$ cat config.mk
export PLATFORM = sky130hd
export DESIGN_NAME = jtframe_dump_ctrl
export DESIGN_NICKNAME = d
export VERILOG_FILES = /design/src/rtl/jtframe_dump_pkg.sv /design/src/rtl/jtframe_dump_ch.sv /design/src/rtl/jtframe_dump_ctrl.sv
export SDC_FILE = /design/constraint.sdc
export NUM_CORES = 2
export LEC_CHECK = 0
export CAP_MARGIN = 20
export CORE_MARGIN = 2
export CORE_UTILIZATION = 39
export DETAILED_ROUTE_END_ITERATION = 10
export SLEW_MARGIN = 15
export SYNTH_ARGS = -nofsm -noshare
export SYNTH_HDL_FRONTEND = slang
export SYNTH_SLANG_ARGS = --single-unit
$ cat constraint.sdc
create_clock -name clk -period 7.7 [get_ports clk]
set_input_delay 1.54 -clock clk [delete_from_list [all_inputs] [get_ports clk]]
set_output_delay 1.54 -clock clk [all_outputs]
set_load 0.1 [all_outputs]
$ cat src/rtl/jtframe_dump_pkg.sv
// Shared types and constants for the frame-windowed dump controller.
package jtframe_dump_pkg;

  typedef enum logic [1:0] {
    CH_IDLE   = 2'd0,
    CH_ARMED  = 2'd1,
    CH_ACTIVE = 2'd2,
    CH_DONE   = 2'd3
  } ch_state_t;

  localparam logic MODE_FRAME = 1'b0;
  localparam logic MODE_DWNLD = 1'b1;

  // True when a channel no longer holds the controller busy.
  function automatic logic ch_settled(input ch_state_t st);
    return (st == CH_IDLE) || (st == CH_DONE);
  endfunction

endpackage

$ cat src/rtl/jtframe_dump_ch.sv
// One dump channel: configuration latch, window FSM and relative frame counter.
module jtframe_dump_ch
  import jtframe_dump_pkg::*;
#(
  parameter int FW = 32
) (
  input  logic          clk,
  input  logic          rst_n,
  input  logic          arm_i,
  input  logic          cfg_en_i,
  input  logic          cfg_mode_i,
  input  logic [FW-1:0] cfg_start_i,
  input  logic [FW-1:0] cfg_stop_i,
  input  logic [FW-1:0] frame_cnt_i,
  input  logic          vs_fall_i,
  input  logic          dw_fall_i,
  output ch_state_t     state_o,
  output logic          dump_en_o
);

  ch_state_t     state_q;
  logic          mode_q;
  logic [FW-1:0] start_q;
  logic [FW-1:0] stop_q;
  logic [FW-1:0] rel_q;
  logic          seen_dw_q;
  logic          dump_en_q;
  logic [FW-1:0] rel_inc_s;
  logic          stop_set_s;

  assign rel_inc_s  = rel_q + {{(FW-1){1'b0}}, 1'b1};
  assign stop_set_s = (stop_q != {FW{1'b0}});

  // Window FSM; arm reloads the configuration in any state.
  always_ff @(posedge clk or negedge rst_n) begin
    if (!rst_n) begin
      state_q   <= CH_IDLE;
      mode_q    <= MODE_FRAME;
      start_q   <= {FW{1'b0}};
      stop_q    <= {FW{1'b0}};
      rel_q     <= {FW{1'b0}};
      seen_dw_q <= 1'b0;
      dump_en_q <= 1'b0;
    end else if (arm_i) begin
      mode_q    <= cfg_mode_i;
      start_q   <= cfg_start_i;
      stop_q    <= cfg_stop_i;
      rel_q     <= {FW{1'b0}};
      seen_dw_q <= 1'b0;
      dump_en_q <= 1'b0;
      if (!cfg_en_i) begin
        state_q <= CH_IDLE;
      end else if ((cfg_mode_i == MODE_FRAME) &&
                   (((cfg_stop_i != {FW{1'b0}}) && (cfg_start_i >= cfg_stop_i)) ||
                    (frame_cnt_i > cfg_start_i))) begin
        // Empty window or start frame already passed: nothing to dump.
        state_q <= CH_DONE;
      end else begin
        state_q <= CH_ARMED;
      end
    end else begin
      case (state_q)
        CH_ARMED: begin
          if (mode_q == MODE_FRAME) begin
            if (vs_fall_i && (frame_cnt_i == start_q)) begin
              state_q   <= CH_ACTIVE;
              dump_en_q <= 1'b1;
            end else if (frame_cnt_i > start_q) begin
              state_q <= CH_DONE;
            end else begin
              state_q <= CH_ARMED;
            end
          end else begin
            if (dw_fall_i) begin
              seen_dw_q <= 1'b1;
            end else begin
              seen_dw_q <= seen_dw_q;
            end
            // Download end and frame edge in the same clock start at once.
            if ((seen_dw_q || dw_fall_i) && vs_fall_i) begin
              state_q   <= CH_ACTIVE;
              dump_en_q <= 1'b1;
              rel_q     <= {FW{1'b0}};
            end else begin
              state_q <= CH_ARMED;
            end
          end
        end
        CH_ACTIVE: begin
          if (vs_fall_i) begin
            if (mode_q == MODE_FRAME) begin
              if (stop_set_s && (frame_cnt_i == stop_q)) begin
                state_q   <= CH_DONE;
                dump_en_q <= 1'b0;
              end else begin
                state_q <= CH_ACTIVE;
              end
            end else begin
              rel_q <= rel_inc_s;
              if (stop_set_s && (rel_inc_s == stop_q)) begin
                state_q   <= CH_DONE;
                dump_en_q <= 1'b0;
              end else begin
                state_q <= CH_ACTIVE;
              end
            end
          end else begin
            state_q <= CH_ACTIVE;
          end
        end
        default: begin
          // IDLE and DONE hold until the next arm.
          state_q <= state_q;
        end
      endcase
    end
  end

  assign state_o   = state_q;
  assign dump_en_o = dump_en_q;

endmodule

$ cat src/rtl/jtframe_dump_ctrl.sv
// Frame-windowed multi-channel dump controller: edge detect, frame counter,
// per-channel windows and aggregated on/off/busy/done status.
module jtframe_dump_ctrl
  import jtframe_dump_pkg::*;
#(
  parameter int CH = 4,
  parameter int FW = 32
) (
  input  logic           clk,
  input  logic           rst_n,
  input  logic           vs,
  input  logic           dwnld,
  input  logic           arm,
  input  logic [CH-1:0]    cfg_en,
  input  logic [CH-1:0]    cfg_mode,
  input  logic [CH*FW-1:0] cfg_start,
  input  logic [CH*FW-1:0] cfg_stop,
  output logic [FW-1:0]  frame_cnt,
  output logic [CH-1:0]  dump_en,
  output logic           dump_on,
  output logic           dump_off,
  output logic           busy,
  output logic           done
);

  logic          vs_q;
  logic          dw_q;
  logic [FW-1:0] frame_q;
  logic [FW-1:0] frame_d;
  logic          any_q;
  logic          dump_on_q;
  logic          dump_off_q;
  logic          busy_q;
  logic          done_q;
  logic          armed_q;

  logic          vs_fall_s;
  logic          dw_fall_s;
  logic          any_en_s;
  logic          busy_s;
  logic [CH-1:0] dump_en_s;
  ch_state_t     st_s [CH];

  assign vs_fall_s = vs_q & ~vs;
  assign dw_fall_s = dw_q & ~dwnld;
  assign any_en_s  = |dump_en_s;

  // Frame counter next value: count VS falls, hold at all-ones.
  always_comb begin
    frame_d = frame_q;
    if (vs_fall_s && (frame_q != {FW{1'b1}})) begin
      frame_d = frame_q + {{(FW-1){1'b0}}, 1'b1};
    end else begin
      frame_d = frame_q;
    end
  end

  genvar gi;
  generate
    for (gi = 0; gi < CH; gi++) begin : g_ch
      jtframe_dump_ch #(.FW(FW)) u_ch (
        .clk         (clk),
        .rst_n       (rst_n),
        .arm_i       (arm),
        .cfg_en_i    (cfg_en[gi]),
        .cfg_mode_i  (cfg_mode[gi]),
        .cfg_start_i (cfg_start[gi*FW +: FW]),
        .cfg_stop_i  (cfg_stop[gi*FW +: FW]),
        .frame_cnt_i (frame_q),
        .vs_fall_i   (vs_fall_s),
        .dw_fall_i   (dw_fall_s),
        .state_o     (st_s[gi]),
        .dump_en_o   (dump_en_s[gi])
      );
    end
  endgenerate

  // Any channel still waiting for or inside its window.
  always_comb begin
    busy_s = 1'b0;
    for (int i = 0; i < CH; i++) begin
      if (!ch_settled(st_s[i])) begin
        busy_s = 1'b1;
      end else begin
        busy_s = busy_s;
      end
    end
  end

  // Edge detectors, frame counter and registered status outputs.
  always_ff @(posedge clk or negedge rst_n) begin
    if (!rst_n) begin
      vs_q       <= 1'b1;
      dw_q       <= 1'b0;
      frame_q    <= {FW{1'b0}};
      any_q      <= 1'b0;
      dump_on_q  <= 1'b0;
      dump_off_q <= 1'b0;
      busy_q     <= 1'b0;
      done_q     <= 1'b0;
      armed_q    <= 1'b0;
    end else begin
      vs_q       <= vs;
      dw_q       <= dwnld;
      frame_q    <= frame_d;
      any_q      <= any_en_s;
      dump_on_q  <= any_en_s & ~any_q;
      dump_off_q <= ~any_en_s & any_q;
      busy_q     <= busy_s;
      if (arm) begin
        armed_q <= 1'b1;
        done_q  <= 1'b0;
      end else begin
        armed_q <= armed_q;
        done_q  <= armed_q & ~busy_s;
      end
    end
  end

  assign frame_cnt = frame_q;
  assign dump_en   = dump_en_s;
  assign dump_on   = dump_on_q;
  assign dump_off  = dump_off_q;
  assign busy      = busy_q;
  assign done      = done_q;

endmodule
# Word-level counts from Yosys, hierarchy flattened
# Cells that the tools add are included.
# Widths: inputs -> output; s select.
# word_totals
input_bits,269
output_inout_bits,40
word_cells,326
ff_bits,444
# classes
reduce_logical,75
eq_ne,57
n_mux,126
bitwise,14
magnitude_cmp,12
addsub,5
# ops
operator,n
$mux 32,20
$eq 32x32->1,12
$gt 32x32->1,8
$pmux 32 s2,4
$reduce_bool 32->1,8
$add 32x1->32 const B,5
$ge 32x32->1,4
$mux 2,36
$mux 1,58
$ne 3x2->1 const B,13
$ne 32x32->1 const B,1
$ne 4x2->1 const B,8
$ne 4x4->1 const B,8
$logic_and 1x1->1,25
$reduce_and 6->1,4
$reduce_and 5->1,4
$reduce_bool 2->1,9
$eq 2x2->1 const B,8
$pmux 2 s2,4
$logic_or 1x1->1,12
$reduce_and 3->1,4
$reduce_bool 3->1,4
$ne 3x3->1 const B,3
$not 1->1,9
5 further kinds,18

# Longest topological paths before layout
# logic_depth
ltp_word,9
depth_mapped,12
mapped_depth_nobuf,11

# By module
# From an unflattened synthesis, not the netlist that was laid out.
# hier_totals
cells_unflattened,3933
hier_area_um2,34596.9
# by_module_without_submodules
module,area_per_inst_um2,instances,seq_area_each_um2,cells_each
jtframe_dump_ch (g_ch[0].u_ch ...),8136.6,3,2527.4,938
jtframe_dump_ch (g_ch[1].u_ch),8206.6,1,2527.4,946
jtframe_dump_ctrl,1980.6,1,1002.2,173

# Worst setup path after synthesis
# Ideal clock, no wire load.
# synth_path
kind,input-to-reg
from,input cfg_start[64]
to,register g_ch[2].u_ch.state_q[1]
n_path_buf,0
arrival_time_ns,3.350
cell_stages,11
slack_ns,4.207
cell_sequence,inv_1 ha_1 nand2b_1 a2111oi_0 nor4b_1 o2111ai_1 a21o_1 nand3_1 a221o_1 a211oi_1 o211ai_1
# synth_via
elab_chain_cells,7
elab_cells_between_ends,8
classes_between,order compare: 2; mux: 3; reduce/logical: 3
# synth_rtl
element,line,source
start: declaration,jtframe_dump_ctrl.sv:16,"input logic [CH*FW-1:0] cfg_start,"
$ge 32x32->1,jtframe_dump_ch.sv:54,(((cfg_stop_i != {FW{1'b0}}) && (cfg_start_i >= cfg_stop_i)) ||
$logic_and 1x1->1,jtframe_dump_ch.sv:54,
$logic_or 1x1->1 *,jtframe_dump_ch.sv:54,
$logic_and 1x1->1 *,jtframe_dump_ch.sv:53,end else if ((cfg_mode_i == MODE_FRAME) &&
$mux 2 *,jtframe_dump_ch.sv:53,
$mux 2 *,jtframe_dump_ch.sv:51,if (!cfg_en_i) begin
$mux 2 *,jtframe_dump_ch.sv:44,end else if (arm_i) begin
end signal: assignment,jtframe_dump_ch.sv:113,state_q <= state_q;
end: declaration,jtframe_dump_ch.sv:21,ch_state_t state_q;
# Mark *: on every way between the ends. The rest lies on a longest branch, timed or not.
# A chain may end at the register's enable or synchronous reset.

# Worst setup path after layout
# layout_path
from,"register frame_q[18], in the netlist frame_cnt[18]"
to,output frame_cnt[18]
# layout_lines
element,line,source
start: declaration,jtframe_dump_ctrl.sv:28,logic [FW-1:0] frame_q;
start signal: assignment,jtframe_dump_ctrl.sv:95,frame_q <= {FW{1'b0}};
start signal: assignment,jtframe_dump_ctrl.sv:105,frame_q <= frame_d;
end: declaration,jtframe_dump_ctrl.sv:18,"output logic [FW-1:0] frame_cnt,"
# No word-level cell between the ends.

==> results.toml <==
[status]
status = "completed"

[setup_path]
setup.worst_path.class = "reg -> out"
timing.critical_path.required_ps = 6160
timing.critical_path.slowest_cell_delay_ps = 1210
worstSetupEndpointType = "output port"
critical-path-top-delay-family = "buffers and inverters"
crit_path_top_delay_cell = "clkdlybuf4s50_1"
cp_cell_sequence = "buf_4 -> clkdlybuf4s50_1"
critical_path.max_fanout = 11
worst_setup_start_kind = "register"
critical_path_buf_inv_count = 2
cp_data_arrival_time_ps = 2880

[layout]
insertedDiodeCount = 0
area_growth_syn_to_fin_pct = 17.5
layout_common_cells = "443 x dfrtp_1, 416 x inv_1, 413 x o21ai_0"
proportion_of_layout_cells_with_a_drive_suffix_above_1_pct = 7.46
filler_cell_count = 8595
finish.net_count = 4913
final_common_cell = "dfrtp_1"

[detailed_routing]
detail_route.first_pass.iterations = 6
wl_per_cell_um = 23.2
initialDrtViolationCount = 2696
drt_drc_violations_left = 0
drt-total-wl_um = 127000
vias = 31300
avgViaCountPerCell = 5.74
antenna_left = 0

[grt]
gr-usage-all-layers_pct = 27.4
initial_antenna_violation_count = 3
gr-total-overflow = 0
first_global_vias = 29800
largest_net_degree_at_the_start_of_global_routing = 157
grt_pass1_wl_um = 190000

[sta]
max_clock_freq_mhz = 226
final.period_utilization_pct = 57.4
max_slew.worst_pin.slew_ps = 1130
slew_headroom_pct = 24.3
final_period_minus_worst_setup_slack_ps = 4420
tns_ps = 0
setup_ws_ps = 3280
drv_slew = 0
finalSetupViolCount = 0
setup_repair_after_global_routing_missed_its_margin = "false"
report.final.hold_viol_count = 0
fin_skew_ps = 31.3

[pwr]
power.leakage_nw = 18.6
power.density_cell_area_nw_per_um2 = 182
ir_worst_vdd_v = 0.000168

[yosys]
ys.warnings.count = 0
synth.distinct_cells = 82
synth-edff-count = 0
yosys_register_bits = 444
yosysSeqAreaShare_pct = 32.1
mappedNetlistArea_um2 = 34600
mean_area_per_synthesized_cell_um2 = 8.60
ys_dominant_reg_cell = "dfrtp_1"
postSynth.asyncResetShare_pct = 100
mappedNetlistNets = 4689
syn-instance-count = 4023

[hold_path]
min_path_type = "reg -> reg"

[clocking]
worst_setup_hold_path_clk_slew_ps = 60
cts_root_buffer = "clkbuf_16"
clock_sink_count = 444
clock_latency_ps = 640
hold_buffers = 0
cts_inserted_buffers = 54
clock_path_buffers = 3
post_cts.resized_instances = 0
cts_tree = "yes"
h-tree-depth = 2
cts_post_setup_buffers_inserted = 0

[placement]
detailedPlace.worstSlack_ps = 2990
globalplace.congestion = 0.961
port_buffers = 308
dpl.hpwl_um = 92800

[floorplanning]
chip_height_um = 302
std_cell_rows = 109
core_region_area_um2 = 88100
design.die.area_um2 = 91100
chipWidth_um = 302
initial_utilization_pct = 39.3
io_pins = 309

[job]
drv.max_cap_violation_count = 0
-- routing by layer --
metal	global-route usage [%]	part of all wire [%]
met5	0	0.0071
met4	9.54	3.9
met3	4.14	6.4
met2	44.3	46
met1	37.3	44
-- logic make-up (layout without fill, tap and decap cells) --
group | after synthesis | in the layout | synth area share, %
buffers and inverters | 611 | 876 | 6.81
XOR/XNOR | 329 | 329 | 8.33
AND/OR/NAND/NOR | 1182 | 1182 | 17.7
multiplexers | 148 | 148 | 4.77
AO/OA/AOI/OAI | 910 | 910 | 15.8
adder cells (fa/ha/maj) | 399 | 399 | 14.4
flip-flops | 444 | 444 | 32.1
-- sequential cells by signal, indices dropped and copies added, names as in the netlist --
register,flops
g_ch.u_ch.start_q,128
g_ch.u_ch.dump_en_o,4
dump_on,1
dw_q,1
any_q,1
vs_q,1
g_ch.u_ch.seen_dw_q,4
g_ch.u_ch.stop_q,128
g_ch.u_ch.state_o,8
dump_off,1
busy,1
frame_cnt,32
g_ch.u_ch.mode_q,4
armed_q,1
g_ch.u_ch.rel_q,128
done,1
-- area by class of cell --
cell class	instances	area, um^2	share of cell area (%)
timing repair buffer	363	3540	8.72
tap	1165	1460	3.59
multi-input combinational	2968	21100	52.0
inverter	416	1560	3.84
sequential	444	11100	27.3
clock buffer	74	1550	3.81
clock inverter	23	275	0.677
-- cell usage after synthesis (4+ instances only) --
| cell | instances | area share [%] |
|---|---|---|
| o221ai_1 | 4 | 0.10 |
| o41ai_1 | 17 | 0.43 |
| nand3_1 | 92 | 1.3 |
| xnor2_1 | 205 | 5.2 |
| a21o_1 | 69 | 1.5 |
| or4_1 | 6 | 0.13 |
| a21oi_1 | 152 | 2.2 |
| mux2i_1 | 14 | 0.41 |
| nand2b_1 | 21 | 0.38 |
| a31oi_1 | 36 | 0.65 |
| o211ai_1 | 34 | 0.74 |
| o21ai_0 | 413 | 6.0 |
| buf_2 | 21 | 0.30 |
| inv_1 | 416 | 4.5 |
| mux2_2 | 134 | 4.4 |
| or2_2 | 13 | 0.24 |
| nand3b_1 | 5 | 0.11 |
| o21a_1 | 20 | 0.43 |
| dfrtp_1 | 443 | 32 |
| nor3_1 | 56 | 0.81 |
| ha_1 | 397 | 14 |
| o22ai_1 | 5 | 0.090 |
| and3_1 | 49 | 0.89 |
| nor4_4 | 4 | 0.25 |
| xor2_1 | 124 | 3.1 |
| clkbuf_1 | 156 | 1.7 |
| and4_1 | 23 | 0.58 |
| a2111oi_0 | 16 | 0.41 |
| nor4_1 | 109 | 2.0 |
| buf_4 | 6 | 0.13 |
| a221oi_1 | 7 | 0.18 |
| nor2b_1 | 52 | 0.94 |
| buf_1 | 7 | 0.076 |
| nand2_1 | 305 | 3.3 |
| o31ai_1 | 67 | 1.5 |
| nor2_1 | 218 | 2.4 |
| nand4_1 | 161 | 2.9 |
| a211oi_1 | 21 | 0.46 |
| or3_1 | 17 | 0.31 |
| clkbuf_2 | 4 | 0.058 |
| and2_1 | 25 | 0.45 |
| o2111ai_1 | 7 | 0.18 |
| nor3b_1 | 8 | 0.17 |
-- power by group --
| group | switching (mW) | total [mW] | internal, mW |
|---|---|---|---|
| combinational | 1.21 | 1.98 | 0.770 |
| clock | 1.09 | 2.68 | 1.60 |
| sequential | 0.216 | 2.72 | 2.50 |
-- through the flow --
step / power [mW] / hold WS (ps) / instance area (um^2) / utilization (%) / std cells
2_1_floorplan: 3.87 / 395 / 34600 / - / 4023
3_3_place_gp: 4.68 / 401 / 38800 / 44.0 / 5355
3_5_place_dp: 4.71 / 409 / 38800 / 44.0 / 5356
4_1_cts: 7.41 / 417 / 40600 / 46.1 / 5453
5_1_grt: 7.72 / 436 / 40600 / 46.1 / 5453
6_report: 7.39 / 414 / 40600 / 46.1 / 5453
-- path summary, 6_finish.rpt --
path                                                         to  depth (start not counted)                      start  slack (ps)
max                                               frame_cnt[18]                          2  frame_cnt[18]$_DFFE_PN0P_        3280
min                                           dump_on$_DFF_PN0_                          1            any_q$_DFF_PN0_         410
max reg2reg                 g_ch[2].u_ch.state_o[1]$_DFFE_PN0N_                         10  frame_cnt[18]$_DFFE_PN0P_        3730
min reg2reg                                   dump_on$_DFF_PN0_                          1            any_q$_DFF_PN0_         410
max in group asynchronous  g_ch[3].u_ch.start_q[11]$_DFFE_PN0P_                          2                      rst_n        5240
min in group asynchronous    g_ch[0].u_ch.rel_q[13]$_DFFE_PN0P_                          1                      rst_n         930
Note: power is estimated with default switching activity, not from simulation.
